<file path="src/rtl/snake_ctrl_pkg.sv">
// Shared constants for the snake command mailbox.
//   - Register word addresses on the Avalon-MM slave
//   - CTRL register bit positions
//   - Field offsets inside CMD and STATUS words
//   - status_word(): packs the per-channel flag vectors into the STATUS layout
package snake_ctrl_pkg;

  localparam logic [3:0] ADDR_CMD    = 4'd0;
  localparam logic [3:0] ADDR_STATUS = 4'd1;
  localparam logic [3:0] ADDR_CTRL   = 4'd2;
  localparam logic [3:0] ADDR_IRQ    = 4'd3;
  localparam logic [3:0] ADDR_STATE0 = 4'd4;

  localparam int CTRL_GAME_RST_BIT = 0;
  localparam int CTRL_IRQ_EN_BIT   = 1;

  localparam int CMD_CH_LSB      = 8;
  localparam int CMD_CH_WIDTH    = 4;
  localparam int STATUS_FULL_LSB = 8;
  localparam int STATUS_OVF_LSB  = 16;

  // Empty flags in [7:0], full flags in [15:8], overflow flags in [23:16].
  function automatic logic [31:0] status_word(input logic [7:0] empty,
                                              input logic [7:0] full,
                                              input logic [7:0] ovf);
    return {8'd0, ovf, full, empty};
  endfunction

endpackage

</file>
<file path="src/rtl/snake_cmd_fifo.sv">
// Per-channel command FIFO with show-ahead head output.
// Ports:
//   clk, reset  - clock, asynchronous active-high reset
//   flush       - synchronous clear; holds the FIFO empty while high
//   push/push_data - write request; accepted when not full or when popping
//   pop         - advance head; ignored when empty
//   head        - storage word at the read pointer (valid only when !empty)
//   empty, full - occupancy flags derived from the entry count
module snake_cmd_fifo #(
  parameter int WIDTH = 7,
  parameter int DEPTH = 8
) (
  input  logic             clk,
  input  logic             reset,
  input  logic             flush,
  input  logic             push,
  input  logic [WIDTH-1:0] push_data,
  input  logic             pop,
  output logic [WIDTH-1:0] head,
  output logic             empty,
  output logic             full
);

  localparam int AW = $clog2(DEPTH);
  localparam int CW = AW + 1;

  logic [WIDTH-1:0] mem_q [DEPTH];
  logic [AW-1:0]    wr_ptr_q, rd_ptr_q;
  logic [CW-1:0]    count_q, count_d;
  logic             do_push_s, do_pop_s;

  assign empty     = (count_q == CW'(0));
  assign full      = (count_q == CW'(DEPTH));
  assign head      = mem_q[rd_ptr_q];
  assign do_pop_s  = pop & ~empty & ~flush;
  // A full FIFO still takes a push when the head leaves in the same cycle.
  assign do_push_s = push & (~full | do_pop_s) & ~flush;

  // Next entry count from the accepted push/pop pair.
  always_comb begin
    count_d = count_q;
    case ({do_push_s, do_pop_s})
      2'b10:   count_d = count_q + CW'(1);
      2'b01:   count_d = count_q - CW'(1);
      default: count_d = count_q;
    endcase
  end

  // Pointer and count registers; power-of-two depth lets pointers wrap naturally.
  always_ff @(posedge clk or posedge reset) begin
    if (reset) begin
      wr_ptr_q <= '0;
      rd_ptr_q <= '0;
      count_q  <= '0;
    end else if (flush) begin
      wr_ptr_q <= '0;
      rd_ptr_q <= '0;
      count_q  <= '0;
    end else begin
      if (do_push_s) wr_ptr_q <= wr_ptr_q + AW'(1);
      if (do_pop_s)  rd_ptr_q <= rd_ptr_q + AW'(1);
      count_q <= count_d;
    end
  end

  // Storage array; contents are don't-care while the matching count is zero.
  always_ff @(posedge clk) begin
    if (do_push_s) mem_q[wr_ptr_q] <= push_data;
  end

endmodule

</file>
<file path="src/rtl/snake_cmd_mailbox.sv">
// HPS lightweight-bridge mailbox between software and NUM_CH game channels.
// Ports:
//   clk, reset                  - system clock, asynchronous active-high reset
//   avs_*                       - Avalon-MM slave, 1-cycle registered read data
//   irq                         - level interrupt: irq_en & any pending state change
//   cmd_data/cmd_valid/cmd_ready - per-channel show-ahead command stream
//   state_in                    - per-channel game state, sampled every cycle
//   game_reset_n                - software-controlled active-low game reset
module snake_cmd_mailbox
  import snake_ctrl_pkg::*;
#(
  parameter int NUM_CH      = 2,
  parameter int CMD_WIDTH   = 7,
  parameter int STATE_WIDTH = 7,
  parameter int FIFO_DEPTH  = 8
) (
  input  logic                          clk,
  input  logic                          reset,
  input  logic [3:0]                    avs_address,
  input  logic                          avs_read,
  input  logic                          avs_write,
  input  logic [31:0]                   avs_writedata,
  output logic [31:0]                   avs_readdata,
  output logic                          irq,
  output logic [NUM_CH*CMD_WIDTH-1:0]   cmd_data,
  output logic [NUM_CH-1:0]             cmd_valid,
  input  logic [NUM_CH-1:0]             cmd_ready,
  input  logic [NUM_CH*STATE_WIDTH-1:0] state_in,
  output logic                          game_reset_n
);

  logic [NUM_CH-1:0]      fifo_empty_s, fifo_full_s, push_s, pop_s;
  logic [CMD_WIDTH-1:0]   head_s [NUM_CH];
  logic [NUM_CH-1:0]      ovf_q, ovf_d, pend_q, pend_d;
  logic [1:0]             ctrl_q, ctrl_d;
  logic [STATE_WIDTH-1:0] state_q [NUM_CH];
  logic                   primed_q;
  logic [31:0]            rdata_q, rd_mux_s;
  logic                   irq_q, game_reset_n_q;
  logic                   game_rst_s, wr_cmd_s;
  logic [CMD_CH_WIDTH-1:0] cmd_ch_s;
  logic                   unused_wdata_s;

  assign game_rst_s     = ctrl_q[CTRL_GAME_RST_BIT];
  assign wr_cmd_s       = avs_write && (avs_address == ADDR_CMD);
  assign cmd_ch_s       = avs_writedata[CMD_CH_LSB +: CMD_CH_WIDTH];
  assign unused_wdata_s = ^avs_writedata;

  assign avs_readdata = rdata_q;
  assign irq          = irq_q;
  assign game_reset_n = game_reset_n_q;
  assign cmd_valid    = ~fifo_empty_s;

  for (genvar c = 0; c < NUM_CH; c++) begin : g_ch
    assign pop_s[c] = ~fifo_empty_s[c] & cmd_ready[c];
    // Head is forced to zero while empty so stale storage never leaks out.
    assign cmd_data[c*CMD_WIDTH +: CMD_WIDTH] = fifo_empty_s[c] ? '0 : head_s[c];

    snake_cmd_fifo #(
      .WIDTH (CMD_WIDTH),
      .DEPTH (FIFO_DEPTH)
    ) u_fifo (
      .clk       (clk),
      .reset     (reset),
      .flush     (game_rst_s),
      .push      (push_s[c]),
      .push_data (avs_writedata[CMD_WIDTH-1:0]),
      .pop       (pop_s[c]),
      .head      (head_s[c]),
      .empty     (fifo_empty_s[c]),
      .full      (fifo_full_s[c])
    );
  end

  // Command push routing and overflow flags; a new overflow wins over a W1C.
  always_comb begin
    push_s = '0;
    ovf_d  = ovf_q;
    if (avs_write && (avs_address == ADDR_STATUS)) begin
      ovf_d = ovf_q & ~avs_writedata[STATUS_OVF_LSB +: NUM_CH];
    end else begin
      ovf_d = ovf_q;
    end
    for (int c = 0; c < NUM_CH; c++) begin
      if (wr_cmd_s && !game_rst_s && (cmd_ch_s == CMD_CH_WIDTH'(c))) begin
        if (fifo_full_s[c] && !pop_s[c]) begin
          ovf_d[c] = 1'b1;
        end else begin
          push_s[c] = 1'b1;
        end
      end else begin
        push_s[c] = 1'b0;
      end
    end
  end

  // Pending-change flags: W1C first, then a same-cycle state change re-sets the bit.
  always_comb begin
    pend_d = pend_q;
    if (avs_write && (avs_address == ADDR_IRQ)) begin
      pend_d = pend_q & ~avs_writedata[NUM_CH-1:0];
    end else begin
      pend_d = pend_q;
    end
    for (int c = 0; c < NUM_CH; c++) begin
      // primed_q suppresses the spurious change on the first edge after reset.
      if (primed_q && !game_rst_s &&
          (state_in[c*STATE_WIDTH +: STATE_WIDTH] != state_q[c])) begin
        pend_d[c] = 1'b1;
      end else begin
        pend_d[c] = pend_d[c];
      end
    end
  end

  // CTRL register write.
  always_comb begin
    if (avs_write && (avs_address == ADDR_CTRL)) begin
      ctrl_d = avs_writedata[1:0];
    end else begin
      ctrl_d = ctrl_q;
    end
  end

  // Read-data multiplexer; unmapped addresses and unused bits return zero.
  always_comb begin
    rd_mux_s = 32'd0;
    case (avs_address)
      ADDR_CMD:    rd_mux_s = 32'd0;
      ADDR_STATUS: rd_mux_s = status_word(8'(fifo_empty_s), 8'(fifo_full_s), 8'(ovf_q));
      ADDR_CTRL:   rd_mux_s = {30'd0, ctrl_q};
      ADDR_IRQ:    rd_mux_s = 32'(pend_q);
      default: begin
        for (int c = 0; c < NUM_CH; c++) begin
          if (avs_address == (ADDR_STATE0 + 4'(c))) begin
            rd_mux_s = 32'(state_q[c]);
          end else begin
            rd_mux_s = rd_mux_s;
          end
        end
      end
    endcase
  end

  // Control/status registers, registered outputs and state sampling.
  always_ff @(posedge clk or posedge reset) begin
    if (reset) begin
      ovf_q          <= '0;
      pend_q         <= '0;
      ctrl_q         <= 2'b00;
      primed_q       <= 1'b0;
      rdata_q        <= 32'd0;
      irq_q          <= 1'b0;
      game_reset_n_q <= 1'b1;
      for (int c = 0; c < NUM_CH; c++) state_q[c] <= '0;
    end else begin
      ovf_q          <= ovf_d;
      pend_q         <= pend_d;
      ctrl_q         <= ctrl_d;
      primed_q       <= 1'b1;
      irq_q          <= ctrl_q[CTRL_IRQ_EN_BIT] & (|pend_q);
      game_reset_n_q <= ~ctrl_q[CTRL_GAME_RST_BIT];
      if (avs_read) rdata_q <= rd_mux_s;
      for (int c = 0; c < NUM_CH; c++) begin
        state_q[c] <= state_in[c*STATE_WIDTH +: STATE_WIDTH];
      end
    end
  end

endmodule
</file>
<file path="config.mk">
export PLATFORM = sky130hd
export DESIGN_NAME = snake_cmd_mailbox
export DESIGN_NICKNAME = d
export VERILOG_FILES = /design/src/rtl/snake_ctrl_pkg.sv /design/src/rtl/snake_cmd_fifo.sv /design/src/rtl/snake_cmd_mailbox.sv
export SDC_FILE = /design/constraint.sdc
export NUM_CORES = 1
export LEC_CHECK = 0
export CAP_MARGIN = 15
export CORE_ASPECT_RATIO = 1.25
export CORE_UTILIZATION = 51
export DETAILED_ROUTE_END_ITERATION = 6
export HOLD_SLACK_MARGIN = 0.05
export PLACE_DENSITY = 0.76
export SYNTH_ARGS = -nofsm -noshare
export SYNTH_HDL_FRONTEND = slang
export SYNTH_SLANG_ARGS = --single-unit
</file>
<file path="constraint.sdc">
create_clock -name clk -period 5.75 [get_ports clk]
set_input_delay 1.15 -clock clk [delete_from_list [all_inputs] [get_ports clk]]
set_output_delay 1.15 -clock clk [all_outputs]
set_load 0.02 [all_outputs]
</file>
==> flow_summary_export.csv <==
group,metric,value,unit
run_status,status,"complete, no violations",
synth,ys_top_cells_by_count,"edfxtp_1 (112), dfrtp_1 (53), nor2_1 (47)",
cts,hold_buffers,0,
pwr,switching_power,0.9943,mW
pwr,switching_share,0.2937,
pwr,combinationalPowerShare,0.232,
floorplanning,io_pins,106,
synth,netlist_area,0.007332,mm2
min_path,min_path_type,"reg2reg",
synth,synth.avg_cell_area,14.93,um2
synth,synth_most_common_cell,"edfxtp_1",
grt,grt_pass1_vias,4351,
floorplanning,rows,48,
final_layout,fin_nets,622,
critical_path,worst_setup_path_end_kind,"output port",
cts,cts_resized,0,
timing,finClkSkew,0.006648,ns
critical_path,cp-start-kind,"flip-flop",
cts,cts_num_sinks,166,
synth,synth-seq-cells,166,
synth,synth_area_leaders,"edfxtp_1 (46%), dfrtp_1 (18%), mux4_2 (8.6%), mux2i_1 (3.1%), nor2_1 (2.4%)",
timing,slew_headroom,0.2572,
synth,synth_edf_count,112,
grt,grt_pass1_wl,22960,um
routing,wire_per_inst,19.38,um
timing,finalSetupTns,0,ns
pwr,sequentialPowerShare,0.440,
timing,max_freq,250.5,MHz
pwr,power_density,391.7,mW/mm2
timing,min_period,3.992,ns
routing,via_count,4210,
grt,gr-total-overflow,0,
cts,clkSlewWorstSetupHoldPaths,0.06,ns
floorplanning,core-area,0.01393,mm2
grt,grt_antenna_before_repair,0,
pwr,p_leak,3.085,nW
timing,worstMarginPinSlew,1.106,ns
pwr,peakVddDrop,0.3082,mV
timing,finalSetupViolations,0,
timing,hold-worst-slack,0.5107,ns
grt,grt_max_degree,55,
job,drv_cap,0,
grt,track_usage,0.2140,
pwr,p_int,2.391,mW
synth,async_reset_ff_frac,0.3253,
cts,cts_tree,"built",
cts,h-tree-depth,4,
final_layout,drive_gt1_frac,0.1576,
floorplanning,fp.dieArea,0.01486,mm2
placement,dp_hpwl,9588,um
cts,numCtsBuffers,17,
critical_path,worst_ep_arrival_time,2.84,ns
final_layout,fillers,1018,
final_layout,antenna_cells,0,
placement,place.gp.congestion,0.8572,
floorplanning,start_util,0.5262,
cts,cts_setup_buffers,0,
placement,portBuffers,65,
cts,cts_max_path_buffers,2,
synth,synth_top_area_cell,"edfxtp_1",
routing,wl,14460,um
routing,drc,0,
cts,worstSkewPairLatency,0.43,ns
routing,vias_per_cell,5.643,
timing,hold_violations,0,
synth,yosys.area.top_type_share,0.4587,
routing,drtPass1Iterations,4,
floorplanning,die_h,136.1,um
synth,synthCells,491,
final_layout,synthToLayoutAreaGrowth,17.88,%
critical_path,cp.required,4.60,ns
synth,seq_area_frac_synth,0.6432,
timing,period_share,0.6942,
timing,rsz0062_at_grt,"no",
pwr,clkPwrFrac,0.328,
cts,clockRootBuffer,"clkbuf_16",
synth,synth_top_flop_cell,"edfxtp_1",
timing,drv_slew,0,
critical_path,path_class,"reg2out",
critical_path,crit_fanout,16,
synth,ys.warnings.count,0,
floorplanning,die-width,109.2,um
routing,drt_iter0_markers,207,
synth,ys_types,58,
routing,antenna_left,0,
pwr,power,3.385,mW
## state kept, by name, summed over array words and instances, names as in the netlist
register and flops:
g_ch.u_fifo.wr_ptr_q 6, pend_q 2, irq 1, game_reset_n 1, g_ch.u_fifo.mem_q 112, ovf_q 2
primed_q 1, g_ch.u_fifo.count_q 8, avs_readdata 11, ctrl_q 2, g_ch.u_fifo.rd_ptr_q 6, state_q 14
## worst paths after layout
| path | end | start | cells after the start | slack (ns) |
|---|---|---|---|---|
| worst max-delay path | cmd_data[8] | g_ch[1].u_fifo.rd_ptr_q[0] | 4 | 1.76 |
| worst min-delay path | avs_readdata[17] | ovf_q[1] | 2 | 0.51 |
| worst max register to register | g_ch[0].u_fifo.mem_q[0][4] | ctrl_q[0] | 4 | 2.69 |
| worst min register to register | avs_readdata[17] | ovf_q[1] | 2 | 0.51 |
| max in group asynchronous | state_q[0] | reset | 3 | 4.06 |
| min in group asynchronous | avs_readdata[5] | reset | 3 | 1.23 |
## per-stage QoR
| step | instance area, um2 | instances | worst slack, ns | util |
|---|---|---|---|---|
| final | 8643 | 746 | 1.758 | 0.6203 |
| after global routing | 8643 | 746 | 1.540 | 0.6203 |
| after CTS | 8643 | 746 | 1.638 | 0.6203 |
| after detailed placement | 8064 | 714 | 1.489 | 0.5788 |
| after global placement | 8064 | 714 | 1.582 | 0.5788 |
| after floorplan | 7407 | 511 | 2.453 | - |
## cell families (layout without fill, tap and decap cells)
kind of cell,Yosys count,after routing,synth area share
AO/OA/AOI/OAI,45,45,0.04539
adder cells (fa/ha/maj),8,8,0.01365
other,2,22,0.001024
buffers and inverters,63,123,0.04488
AND/OR/NAND/NOR,120,120,0.08720
multiplexers,62,62,0.1348
XOR/XNOR,25,25,0.02986
flip-flops,166,166,0.6432
## power by group through the flow
stage                     Clock [mW]  Sequential, mW  Combinational [mW]
final                           1.11            1.49               0.787
after CTS                       1.12            1.50               0.799
after global placement             0            1.51               0.774
after detailed placement           0            1.52               0.792
after floorplan                    0            1.40               0.637
after global routing            1.18            1.51               0.856
## critical path, cell delays in order, from the launching register on
cell and delay, ns:
dfrtp_1 0.98, mux4_2 0.61, mux2i_1 0.19, nor2_1 0.06
clkdlybuf4s50_1 0.56
## layout by cell type, fill, tap and decap left out, drive strengths merged, types with 5 or more instances in the layout
cell	n
mux2	11
nand3	10
xnor2	12
dfrtp	53
nor4	7
buf	5
o22ai	5
o21ai	14
nor2	47
a21oi	5
conb	22
nand2b	5
clkbuf	18
nand2	16
ha	8
xor2	13
edfxtp	112
clkdlybuf4s50	65
mux4	28
inv	23
mux2i	23
nor3	8
clkinv	8
or3	6
## layout make-up
type	instances	area, um2	share of cell area
Multi-Input combinational cell	282	2362	0.2733
Clock inverter	14	150.1	0.01737
Timing Repair Buffer	70	688.2	0.07962
Sequential cell	166	4716	0.5456
Clock buffer	18	429.2	0.04965
Tap cell	175	219.0	0.02533
Inverter	21	78.83	0.009120
## per-layer routing
layer  up-vias  global-route usage  part of all wire
li1       1924                   -                 -
met1      2092              0.2755              0.42
met2       161              0.3361              0.49
met3        33             0.04938             0.061
met4         0              0.1156             0.031
met5         -                   0                 0
No activity file was read; power rests on OpenSTA's default activity.
